**src/rtl/keypad_emulator.sv**
```systemverilog
// keypad_emulator: responder end of a 4x4 row-scan/column-sense keypad.
// A press is requested through req/busy/done. Each press optionally has
// LFSR-driven contact bounce before and after a clean hold interval.
module keypad_emulator #(
  parameter int unsigned BOUNCE_CYCLES = 64,
  parameter int unsigned HOLD_W        = 25,
  parameter logic [7:0]  LFSR_SEED     = 8'hA5
) (
  input  logic              clk,
  input  logic              reset,
  input  logic [3:0]        r,
  output logic [3:0]        c,
  input  logic              req,
  input  logic [3:0]        key,
  input  logic [HOLD_W-1:0] hold_cycles,
  input  logic              bounce_en,
  input  logic              abort,
  output logic              busy,
  output logic              done,
  output logic              contact
);

  // One counter serves both the bounce windows and the hold interval.
  localparam int unsigned BC_W  = $clog2(BOUNCE_CYCLES + 1);
  localparam int unsigned CNT_W = (HOLD_W > BC_W) ? HOLD_W : BC_W;
  localparam logic [CNT_W-1:0] BOUNCE_LAST = CNT_W'(BOUNCE_CYCLES - 1);

  typedef enum logic [2:0] {
    S_IDLE,
    S_PRESS_BOUNCE,
    S_HOLD,
    S_RELEASE_BOUNCE,
    S_DONE
  } state_t;

  state_t             state_q, state_d;
  logic [3:0]         key_q, key_d;
  logic [HOLD_W-1:0]  hold_q, hold_d;
  logic               bounce_en_q, bounce_en_d;
  logic [CNT_W-1:0]   cnt_q, cnt_d;
  logic [7:0]         lfsr_q, lfsr_d;
  logic               contact_q, contact_d;

  logic [CNT_W-1:0]   hold_last;
  state_t             end_target;

  // State register and latched press parameters; reset abandons any press.
  always_ff @(posedge clk or posedge reset) begin
    if (reset) begin
      state_q     <= S_IDLE;
      key_q       <= 4'd0;
      hold_q      <= '0;
      bounce_en_q <= 1'b0;
      cnt_q       <= '0;
      lfsr_q      <= LFSR_SEED;
      contact_q   <= 1'b0;
    end else begin
      state_q     <= state_d;
      key_q       <= key_d;
      hold_q      <= hold_d;
      bounce_en_q <= bounce_en_d;
      cnt_q       <= cnt_d;
      lfsr_q      <= lfsr_d;
      contact_q   <= contact_d;
    end
  end

  // Next-state logic; contact is registered as the value the next state shows.
  always_comb begin
    state_d     = state_q;
    key_d       = key_q;
    hold_d      = hold_q;
    bounce_en_d = bounce_en_q;
    cnt_d       = cnt_q;
    lfsr_d      = lfsr_q;
    contact_d   = 1'b0;
    // hold_q is never zero once latched, so this cannot underflow
    hold_last   = CNT_W'(hold_q) - CNT_W'(1);
    end_target  = bounce_en_q ? S_RELEASE_BOUNCE : S_DONE;

    // Taps 8,6,5,4; the LFSR only advances while a bounce window is active
    if (state_q == S_PRESS_BOUNCE || state_q == S_RELEASE_BOUNCE) begin
      lfsr_d = {lfsr_q[6:0], lfsr_q[7] ^ lfsr_q[5] ^ lfsr_q[4] ^ lfsr_q[3]};
    end

    case (state_q)
      S_IDLE: begin
        if (req) begin
          key_d       = key;
          hold_d      = (hold_cycles == '0) ? HOLD_W'(1) : hold_cycles;
          bounce_en_d = bounce_en;
          cnt_d       = '0;
          state_d     = bounce_en ? S_PRESS_BOUNCE : S_HOLD;
        end
      end
      S_PRESS_BOUNCE: begin
        if (abort) begin
          state_d = end_target;
          cnt_d   = '0;
        end else if (cnt_q == BOUNCE_LAST) begin
          state_d = S_HOLD;
          cnt_d   = '0;
        end else begin
          cnt_d = cnt_q + CNT_W'(1);
        end
      end
      S_HOLD: begin
        // Equality check before increment keeps the maximum hold from wrapping
        if (abort || cnt_q == hold_last) begin
          state_d = end_target;
          cnt_d   = '0;
        end else begin
          cnt_d = cnt_q + CNT_W'(1);
        end
      end
      S_RELEASE_BOUNCE: begin
        if (cnt_q == BOUNCE_LAST) begin
          state_d = S_DONE;
          cnt_d   = '0;
        end else begin
          cnt_d = cnt_q + CNT_W'(1);
        end
      end
      S_DONE: begin
        state_d = S_IDLE;
      end
      default: begin
        state_d = S_IDLE;
      end
    endcase

    case (state_d)
      S_PRESS_BOUNCE, S_RELEASE_BOUNCE: contact_d = lfsr_d[0];
      S_HOLD:                           contact_d = 1'b1;
      default:                          contact_d = 1'b0;
    endcase
  end

  // Zero-latency switch path: column follows the selected row while closed.
  always_comb begin
    c = 4'b0000;
    if (contact_q && r[key_q[3:2]]) begin
      c = 4'b0001 << key_q[1:0];
    end
  end

  assign busy    = (state_q != S_IDLE);
  assign done    = (state_q == S_DONE);
  assign contact = contact_q;

endmodule

```
**config.mk**
```make
export PLATFORM = sky130hd
export DESIGN_NAME = keypad_emulator
export DESIGN_NICKNAME = d
export VERILOG_FILES = /design/src/rtl/keypad_emulator.sv
export SDC_FILE = /design/constraint.sdc
export NUM_CORES = 1
export LEC_CHECK = 0
export ABC_AREA = 1
export CORE_MARGIN = 10
export CORE_UTILIZATION = 54
export CTS_BUF_LIST = sky130_fd_sc_hd__clkbuf_2
export CTS_CLUSTER_DIAMETER = 30
export DETAILED_ROUTE_END_ITERATION = 8
export GPL_TIMING_DRIVEN = 0
export MAX_ROUTING_LAYER = met4
export PLACE_DENSITY = 0.78
export SLEW_MARGIN = 15
export SYNTH_ARGS = -nofsm -noshare
export SYNTH_HDL_FRONTEND = slang
export SYNTH_SLANG_ARGS = --single-unit
```
**constraint.sdc**
```tcl
create_clock -name clk -period 2.1 [get_ports clk]
set_input_delay 0.315 -clock clk [delete_from_list [all_inputs] [get_ports clk]]
set_output_delay 0.315 -clock clk [all_outputs]
set_load 0.05 [all_outputs]
```
==> metrics.csv <==
stage;metric;value;unit
sta;RSZ-0062 raised after global routing;yes;
logic_synthesis;synthesized cell area;4517;um2
logic_synthesis;synthesized flop and latch total;67;
worst_setup_path;most prevalent standard cell on the critical path;nand3_2;
worst_setup_path;Crit-path slowest cell;dfrtp_1;
routing;number of DRC markers after the initial detailed-route iteration;235;
layout;Total Nets Final;718;
logic_synthesis;post-synth cell types;37;
layout;commonest non-fill, non-tap cells in the layout;nand2_1 (169), inv_1 (69), dfrtp_1 (60), nor2_1 (46), clkdlybuf4s50_1 (37);
sta;Worst Hold Margin;0.3134;ns
worst_setup_path;startpoint type of the worst setup path;flip-flop;
cts;CTS H-tree lvls;3;
worst_setup_path;Crit Path Class;reg2reg;
floorplan;chip width;111.5;um
place;setup slack after placement;-0.4842;ns
layout;fraction of layout cells with a size suffix above 1;0.2006;
routing;DR DRC count;0;
routing;DR pass1 iterations;5;
power;Power, Total;6201;uW
floorplan;die area;12420;um2
global_route;overall overflow remaining after global route;0;
routing;routed len/inst;15.49;um
place;number of buffer cells added on primary ports;44;
floorplan;Site Rows;33;
cts;clock buffer depth;2;
job;# Max-Cap Violations;0;
cts;insertion delay of the later-clocked pin in the worst-skew pair;0.53;ns
routing;ANT nets after route;0;
status;failing checks;setup timing;
layout;most common cell after layout, fill and taps aside;nand2_1;
cts;clock tree from TritonCTS;built;
cts;clock slew seen by the registers of the worst setup and hold paths;0.20;ns
cts;total CTS buffers;9;
layout;area delta synth->final;23.24;%
sta;summed negative setup slack over all endpoints;-5.288;ns
floorplan;Die Span Y;111.5;um
sta;Period minus WS final;2.322;ns
place;Final GP Congestion;0.9054;
sta;skew final;0.01641;ns
cts;clock root buffer master;clkbuf_2;
min_path;class of the most critical hold timing path;in2reg;
sta;slack of the critical path;-0.2218;ns
floorplan;I/O pin cnt;45;
worst_setup_path;arrival time reported for the critical path endpoint;2.73;ns
sta;number of endpoints with negative hold slack in the final report;0;
logic_synthesis;Gate Count Post-Synth;598;
place;half-perimeter wire length of the detailed placement result;9.224;mm
global_route;maximum number of pins on one net before global-route repair;59;
worst_setup_path;cell-by-cell trace of the critical path;inv_2 -> ha_4 -> nand3_4 -> nor2_8 -> buf_4 -> xor2_2 -> nand4_1 -> nor2_2 -> nand3_2 -> nand3_2 -> nand2_4 -> inv_6 -> clkbuf_16 -> o22ai_2;
worst_setup_path;critical path capture point type;flip-flop;
floorplan;Core Area;8175;um2
power;worst vdd ir;0.0008099;V
global_route;number of global-route vias before repair;4306;
logic_synthesis;synthesized net count;638;
sta;Worst Max-Slew Pin Slew;0.7372;ns
global_route;Total Routing Usage GR;0.2021;
worst_setup_path;required time worst endpoint;2.51;ns
power;Pwr per Cell Area;1114;nW/um2
routing;routed wire length;12.21;mm
logic_synthesis;sequential share of the synthesized area;0.3723;
sta;max-slew violation count;0;
sta;share of the cycle needed by the critical path after routing;1.106;
status;status;complete, but fails checks;
global_route;initial antenna violation count;0;
worst_setup_path;Max FO, Critical Path;7;
floorplan;starting density of the core;0.5525;
logic_synthesis;count of warnings emitted by yosys;0;
logic_synthesis;per-instance average area after synthesis;7.553;um2
layout;number of diodes;0;
global_route;global-route wire length before repair;20.45;mm
worst_setup_path;peak per-stage delay on the critical path;0.44;ns
routing;drt via density;5.381;
sta;achievable frequency;0.4307;GHz
sta;slew margin rel.;0.5085;
cts;number of clock sinks seen by CTS;67;
power;Pleak;0.002517;uW
sta;Setup violations, final;31;
routing;Via Count;4240;
-- metal layers --
metal  share of wire  global-route usage
met3           0.040             0.03704
met4           0.024             0.07883
met2            0.49              0.3216
met5               0                   -
met1            0.45              0.2490
-- report_power, final --
group / internal [uW] / switching [uW]
clock: 270 / 507
combinational: 1320 / 2040
sequential: 1620 / 436
total: 3220 / 2980
-- repair_timing --
item | 4_1_cts | 5_1_grt
pin swaps | 9 | 16
cloned | 1 | 1
setup endpoints to repair | 44 | 44
endpoints found under the hold margin | 3 | 0
gates resized for setup | 59 | 25
hold buffers | 1 | 0
setup buffers | 13 | 8
-- through the flow --
step                cells  area [um2]    util
finish                788        5567  0.6809
global route          788        5567  0.6809
CTS                   779        5426  0.6638
detailed placement    748        5119  0.6261
global placement      747        5089  0.6224
floorplan             598        4517       -
-- final timing paths --
| kind | startpoint | endpoint | slack [ns] | depth (start not counted) |
|---|---|---|---|---|
| min | key[3] | key_q[3]$_DFFE_PP0P_ | 0.31 | 3 |
| min in group asynchronous | reset | state_q[0]$_DFF_PP0_ | 0.56 | 3 |
| min reg2reg | lfsr_q[2]$_DFFE_PP1N_ | lfsr_q[2]$_DFFE_PP1N_ | 0.49 | 2 |
| max reg2reg | hold_q[1]$_DFFE_PP0P_ | cnt_q[2]$_DFFE_PP0P_ | -0.22 | 14 |
| max in group asynchronous | reset | hold_q[12]$_DFFE_PP0P_ | 0.99 | 4 |
| max | hold_q[1]$_DFFE_PP0P_ | cnt_q[2]$_DFFE_PP0P_ | -0.22 | 14 |
-- state kept, by name (all words and copies together), names as in the netlist --
signal and cells:
cnt_q 25, hold_q 25, lfsr_q 8, key_q 4, state_q 3, bounce_en_q 1
contact 1
-- worst max-delay path: cells and delay by family, from the launching register on --
kind | cells | cell delay (ns)
buf+inv | 4 | 0.49
simple gates | 7 | 0.92
fa+ha+maj | 1 | 0.15
xor+xnor | 1 | 0.15
flops | 1 | 0.44
compound gates | 1 | 0.06
-- Yosys cell counts --
cell,n,share of area
dfrtp_1,63,0.35
o21bai_1,4,0.0066
xor2_1,34,0.066
clkinv_1,2,0.0017
nor2_4,4,0.010
buf_6,2,0.0050
ha_1,2,0.0055
nor2_2,9,0.012
inv_2,4,0.0033
nand2_4,1,0.0025
buf_12,2,0.0089
nor2_1,52,0.043
clkbuf_1,12,0.010
o21ai_0,24,0.027
nand4_1,18,0.025
a21oi_1,4,0.0044
nor2_8,1,0.0044
and2_1,1,0.0014
nand2_1,174,0.14
nor4_1,7,0.0097
nand2_2,7,0.0097
nand3_1,27,0.030
nand3_2,3,0.0066
or4_1,1,0.0017
a31oi_1,1,0.0014
nand3_4,1,0.0039
o22ai_1,1,0.0014
inv_1,72,0.060
xnor2_1,17,0.033
nor3_1,14,0.016
o22ai_2,20,0.055
inv_6,1,0.0019
nand3b_1,3,0.0050
o32ai_1,1,0.0019
o211ai_1,3,0.0050
nor3_2,2,0.0044
dfstp_2,4,0.023
-- cell type report --
class	count	area, um2
Fill cell	680	2609
Clock buffer	9	45.04
Inverter	79	304.0
Buffer	16	111.4
Sequential cell	67	1685
Multi-Input combinational cell	436	2555
Timing Repair Buffer	69	665.6
Clock inverter	7	68.82
Tap cell	105	131.4
-- logic make-up after synthesis --
| kind of cell | synth area share |
|---|---|
| adders and majority gates | 0.005539 |
| and+or+nand+nor | 0.3299 |
| buffers and inverters | 0.09058 |
| AOI/OAI and AO/OA | 0.1028 |
| DFF | 0.3723 |
| xor gates and xnor gates | 0.09889 |
(Power assumes the default switching activity.)
